[src/rtl/debugger_mem_cmd_pkg.sv]
// Shared debugger definitions: opcodes, access direction and the command FSM
// state encoding. The memory arbiter imports the same package so both sides
// agree on what o_debugger_rw means.
package debugger_mem_cmd_pkg;

    localparam logic [7:0] OP_READ  = 8'h01;
    localparam logic [7:0] OP_WRITE = 8'h02;

    localparam logic RW_READ  = 1'b1;
    localparam logic RW_WRITE = 1'b0;

    typedef enum logic [3:0] {
        IDLE,
        ADDR_LO,
        ADDR_HI,
        COUNT,
        WR_DATA,
        WR_MEM,
        RD_MEM,
        RD_WAIT,
        RD_SEND,
        RESP
    } dbg_state_e;

    // A count byte of zero encodes a full 256-byte transfer.
    function automatic logic [8:0] count_load(input logic [7:0] b);
        return (b == 8'h00) ? 9'd256 : {1'b0, b};
    endfunction

endpackage

[src/rtl/debugger_mem_cmd.sv]
// Debugger memory command engine: parses opcode/addr/count byte commands from
// the rx stream, issues single-cycle accesses on the arbiter's debugger port
// and returns read data, an ack, or an error byte on the tx stream.
module debugger_mem_cmd
    import debugger_mem_cmd_pkg::*;
#(
    parameter logic [7:0] ACK_BYTE = 8'hAA,
    parameter logic [7:0] ERR_BYTE = 8'hEE
) (
    input  logic        i_clk,
    input  logic        i_reset_n,
    input  logic        i_rx_valid,
    input  logic [7:0]  i_rx_data,
    output logic        o_tx_valid,
    output logic [7:0]  o_tx_data,
    input  logic        i_tx_ready,
    output logic        o_debugger_en,
    output logic        o_debugger_rw,
    output logic [15:0] o_debugger_address,
    output logic [7:0]  o_debugger_data,
    input  logic [7:0]  i_debugger_data,
    output logic        o_busy,
    output logic        o_rx_overrun
);

    dbg_state_e  state_q, state_d;
    logic [15:0] addr_q, addr_d;
    logic [8:0]  count_q, count_d;
    logic [7:0]  wdata_q, wdata_d;
    logic [7:0]  txd_q, txd_d;
    logic        is_rd_q, is_rd_d;
    logic        rx_accept;

    // Only the command-parsing states consume rx bytes; anything else is lost.
    assign rx_accept = (state_q == IDLE)    || (state_q == ADDR_LO) ||
                       (state_q == ADDR_HI) || (state_q == COUNT)   ||
                       (state_q == WR_DATA);

    // Outputs are pure decodes of the registered state, so reset forces them
    // to their idle values immediately and nothing half-finished leaks out.
    assign o_debugger_en      = (state_q == WR_MEM) || (state_q == RD_MEM);
    assign o_debugger_rw      = (state_q == WR_MEM) ? RW_WRITE : RW_READ;
    assign o_debugger_address = addr_q;
    assign o_debugger_data    = wdata_q;
    assign o_tx_valid         = (state_q == RD_SEND) || (state_q == RESP);
    assign o_tx_data          = txd_q;
    assign o_busy             = (state_q != IDLE);
    assign o_rx_overrun       = i_rx_valid && !rx_accept;

    // Next-state and datapath update for the command FSM.
    always_comb begin
        state_d = state_q;
        addr_d  = addr_q;
        count_d = count_q;
        wdata_d = wdata_q;
        txd_d   = txd_q;
        is_rd_d = is_rd_q;
        unique case (state_q)
            IDLE: begin
                if (i_rx_valid) begin
                    if (i_rx_data == OP_READ || i_rx_data == OP_WRITE) begin
                        is_rd_d = (i_rx_data == OP_READ);
                        state_d = ADDR_LO;
                    end else begin
                        txd_d   = ERR_BYTE;
                        state_d = RESP;
                    end
                end
            end
            ADDR_LO: begin
                if (i_rx_valid) begin
                    addr_d[7:0] = i_rx_data;
                    state_d     = ADDR_HI;
                end
            end
            ADDR_HI: begin
                if (i_rx_valid) begin
                    addr_d[15:8] = i_rx_data;
                    state_d      = COUNT;
                end
            end
            COUNT: begin
                if (i_rx_valid) begin
                    count_d = count_load(i_rx_data);
                    state_d = is_rd_q ? RD_MEM : WR_DATA;
                end
            end
            WR_DATA: begin
                if (i_rx_valid) begin
                    wdata_d = i_rx_data;
                    state_d = WR_MEM;
                end
            end
            WR_MEM: begin
                addr_d  = addr_q + 16'd1;
                count_d = count_q - 9'd1;
                if (count_q == 9'd1) begin
                    txd_d   = ACK_BYTE;
                    state_d = RESP;
                end else begin
                    state_d = WR_DATA;
                end
            end
            RD_MEM: begin
                addr_d  = addr_q + 16'd1;
                count_d = count_q - 9'd1;
                state_d = RD_WAIT;
            end
            RD_WAIT: begin
                // Arbiter returns read data one cycle after the request.
                txd_d   = i_debugger_data;
                state_d = RD_SEND;
            end
            RD_SEND: begin
                if (i_tx_ready) begin
                    state_d = (count_q == 9'd0) ? IDLE : RD_MEM;
                end
            end
            RESP: begin
                if (i_tx_ready) begin
                    state_d = IDLE;
                end
            end
            default: state_d = IDLE;
        endcase
    end

    // State and datapath registers; async reset aborts any command in flight.
    always_ff @(posedge i_clk or negedge i_reset_n) begin
        if (!i_reset_n) begin
            state_q <= IDLE;
            addr_q  <= 16'h0000;
            count_q <= 9'd0;
            wdata_q <= 8'h00;
            txd_q   <= 8'h00;
            is_rd_q <= 1'b0;
        end else begin
            state_q <= state_d;
            addr_q  <= addr_d;
            count_q <= count_d;
            wdata_q <= wdata_d;
            txd_q   <= txd_d;
            is_rd_q <= is_rd_d;
        end
    end

endmodule

[config.mk]
export PLATFORM = sky130hd
export DESIGN_NAME = debugger_mem_cmd
export DESIGN_NICKNAME = d
export VERILOG_FILES = /design/src/rtl/debugger_mem_cmd_pkg.sv /design/src/rtl/debugger_mem_cmd.sv
export SDC_FILE = /design/constraint.sdc
export NUM_CORES = 1
export LEC_CHECK = 0
export ABC_AREA = 1
export CORE_ASPECT_RATIO = 0.75
export CORE_MARGIN = 5
export CORE_UTILIZATION = 50
export DETAILED_ROUTE_END_ITERATION = 12
export GPL_ROUTABILITY_DRIVEN = 1
export PLACE_DENSITY = 0.78
export SLEW_MARGIN = 25
export SYNTH_ARGS = -nofsm -noshare
export SYNTH_HDL_FRONTEND = slang
export SYNTH_SLANG_ARGS = --single-unit
[constraint.sdc]
create_clock -name i_clk -period 1.8 [get_ports i_clk]
set_input_delay 0.36 -clock i_clk [delete_from_list [all_inputs] [get_ports i_clk]]
set_output_delay 0.36 -clock i_clk [all_outputs]
set_load 0.01 [all_outputs]
==> impl_metrics.ini <==
[outcome]
status = complete, no violations

[timing]
finalCritPeriodShare_pct = 96.3
rsz0062_at_grt = true
timing.fmax_ghz = 0.577
post-route-min-period_ps = 1730
finalSetupViolCount = 0
fin_worst_skew_ps = 13.8
slew_headroom_pct = 70.7
hold_viol = 0
report.final.slew_viol_count = 0
tightest_slew_ps = 438
hold_ws_ps = 474

[placed_design]
place_inst = 564
dp_hpwl_um = 6400
port_buffers = 56
gp_congestion = 0.896

[grt]
first_global_vias = 2786
antenna_found_initial = 0
grt-ovfl-total = 0
grt_use_total_pct = 23.0
grt_pass1_wl_um = 13400
grt_start_max_net_pins = 31

[routing]
num_vias = 3052
wl_per_cell_um = 14.1
remaining_drc_errors = 0
drtIter0Drc = 245
dr.pass1.iters = 6
wirelength_um = 8120
drt-vias-per-instance = 5.31
antenna_left = 0

[floorplan]
coreArea_sq_um = 5410
die_h_um = 75.1
row_count = 23
start_util_pct = 52.2
io_pins = 57
die_area_sq_um = 7270
fp.dieW_um = 96.8

[synthesis]
synthArstFlopShare_pct = 100
synth_area_leader_cell = dfrtp_1
yosysMostFrequentCell = nand2_1
ys_ff_latch = 46
synth_top_area_share_pct = 40.8
synth_fp_nets = 436
synth_top_flop_cell = dfrtp_1
synth_cell_types = 32
syn_area_per_cell_sq_um = 6.85
synth-edff-count = 0
yosys-top-cells-area = dfrtp_1 41%, nand2_1 18%, nor2_1 8.4%, inv_1 5.8%, o21ai_0 5.5%
yosys_warnings = 0
postSynthCellCount = 412
netlist_area_sq_um = 2820
ys_seq_area_share_pct = 40.8
synth_commonest_cells = 132 x nand2_1, 63 x nor2_1, 46 x dfrtp_1

[cells_and_area]
syn_to_final_growth_pct = 34.1
num_antenna_cells = 0
multi_input_area_sq_um = 1490
fin_cells = 575
nets = 523
n_fill_cell = 462
drive_gt1_share_pct = 11.8
seq_area_sq_um = 1150

[setup_path]
path_delay_family = simple AND/OR/NAND/NOR gates
cp.required_ps = 1440
path_cells = inv_1 -> nor2_2 -> nand3_2 -> nand2_4 -> clkdlybuf4s15_1
crit_fanout = 3
cp_num_buf_inv = 2
cp-start-kind = register
crit_path_end_kind = output pin
cpMaxStageDelayCell = dfrtp_1
slowest_delay_ps = 350
crit_type = reg -> out
cp.arrival_ps = 1370

[clock_network]
cts.sinks = 46
clk_latency_ps = 320
clk_pin_slew_ps = 80
cts_buffers = 5
cts_tree = yes
root_buffer = clkbuf_8
htree_levels = 2
clock_path_buffers = 2

[flow_run]
max-cap-violations = 0

[power_and_ir_drop]
p_comb_share_pct = 56.9
seqPwrFrac_pct = 32.1
net-switching-power_uw = 2780
vdd_drop_max_mv = 0.856
p_clk_share_pct = 11.0
finalPower_uw = 6120
power.leakage_uw = 0.00182
p_per_area_nw_per_um2 = 1620
sw_frac_of_total_pct = 45.3
p_int_uw = 3350

[worst_hold_path]
min_path_type = reg -> reg
[worst register-to-register path: cells and delay by family, from the launching register on]
kind / cells / cell delay [ps]
flip-flops: 1 / 350
AND/OR/NAND/NOR: 5 / 620
buffers and inverters: 3 / 410
AO/OA/AOI/OAI: 2 / 180
[routing by layer]
metal	routed length [um]	global-route usage (%)	vias to the layer above
li1	-	-	1496
met1	3720	30.9	1419
met2	3580	36.9	122
met3	664	6.20	15
met4	145	7.79	0
met5	0	0	-
[final timing paths]
path	startpoint	endpoint	slack, ps	cells after the start
min in group asynchronous	i_reset_n	o_debugger_address[15]	500	2
max in group asynchronous	i_reset_n	o_debugger_data[0]	820	3
max	state_q[2]	o_debugger_en	70	5
max reg2reg	state_q[2]	count_q[1]	130	10
min reg2reg	o_tx_data[0]	o_tx_data[0]	470	2
min	o_tx_data[0]	o_tx_data[0]	470	2
[cell usage in the layout, fill, tap and decap left out, types with 2 or more instances in the layout]
| cell | netlist | routed |
|---|---|---|
| inv_1 | 44 | 42 |
| o21ai_1 | 3 | 3 |
| xor2_1 | 3 | 3 |
| nand2_1 | 132 | 129 |
| a31oi_1 | 2 | 2 |
| dfrtp_1 | 46 | 46 |
| nand2_2 | 1 | 3 |
| nand2_4 | 2 | 3 |
| nand4_1 | 14 | 14 |
| clkbuf_8 | 0 | 5 |
| inv_2 | 3 | 5 |
| nor2_4 | 1 | 2 |
| clkdlybuf4s50_1 | 0 | 50 |
| nor3_1 | 6 | 6 |
| ha_1 | 4 | 4 |
| nand3_1 | 20 | 20 |
| o21ai_0 | 31 | 31 |
| a22oi_1 | 2 | 2 |
| a21oi_1 | 14 | 14 |
| xnor2_1 | 3 | 3 |
| o211ai_1 | 2 | 2 |
| buf_4 | 1 | 27 |
| dlygate4sd2_1 | 0 | 3 |
| nand3_2 | 3 | 2 |
| nor2_2 | 1 | 2 |
| nor2_1 | 63 | 61 |
[logic make-up after synthesis]
group	Yosys count	share of synthesized area [%]
AOI/OAI and AO/OA	58	11.1
xor gates and xnor gates	6	1.86
adders and majority gates	4	1.77
buffers and inverters	53	7.67
DFF	46	40.8
and+or+nand+nor	245	36.8
[power by group through the flow]
stage	Clock (uW)	Sequential, uW	Combinational, uW
floorplan	0	2070	1750
global placement	0	1950	3270
detailed placement	0	1970	3400
CTS	685	1960	3390
global route	743	2040	3890
finish	675	1970	3480
[cell type report]
cell class              count  area share, %
flip-flops and latches     46           30.4
clock buffers               5           1.82
repair buffers             85           20.6
clock inverters             3          0.661
inverters                  48           4.82
multi-input cells         313           39.2
well taps                  75           2.48
[stage by stage]
step | instance area (sq um) | setup WS, ps | setup TNS [ps] | util, %
3_3_place_gp | 3650 | -177 | -452 | 67.4
3_5_place_dp | 3650 | -188 | -752 | 67.4
6_report | 3790 | 66.3 | 0 | 70.0
4_1_cts | 3750 | 18.5 | 0 | 69.3
5_1_grt | 3790 | -5.40 | -5.40 | 70.0
2_1_floorplan | 2820 | 328 | 0 | -
[registers in the layout, summed over array words and instances (netlist names)]
name	cells
count_q	9
is_rd_q	1
o_debugger_address	16
o_debugger_data	8
o_tx_data	8
state_q	4
[what timing repair did]
item	in CTS	in global routing
setup buffers	0	2
endpoints found under the setup margin	5	13
endpoints found under the hold margin	16	0
hold buffers	1	0
pin swaps	1	1
resized for setup	7	11
(Power assumes the default switching activity.)
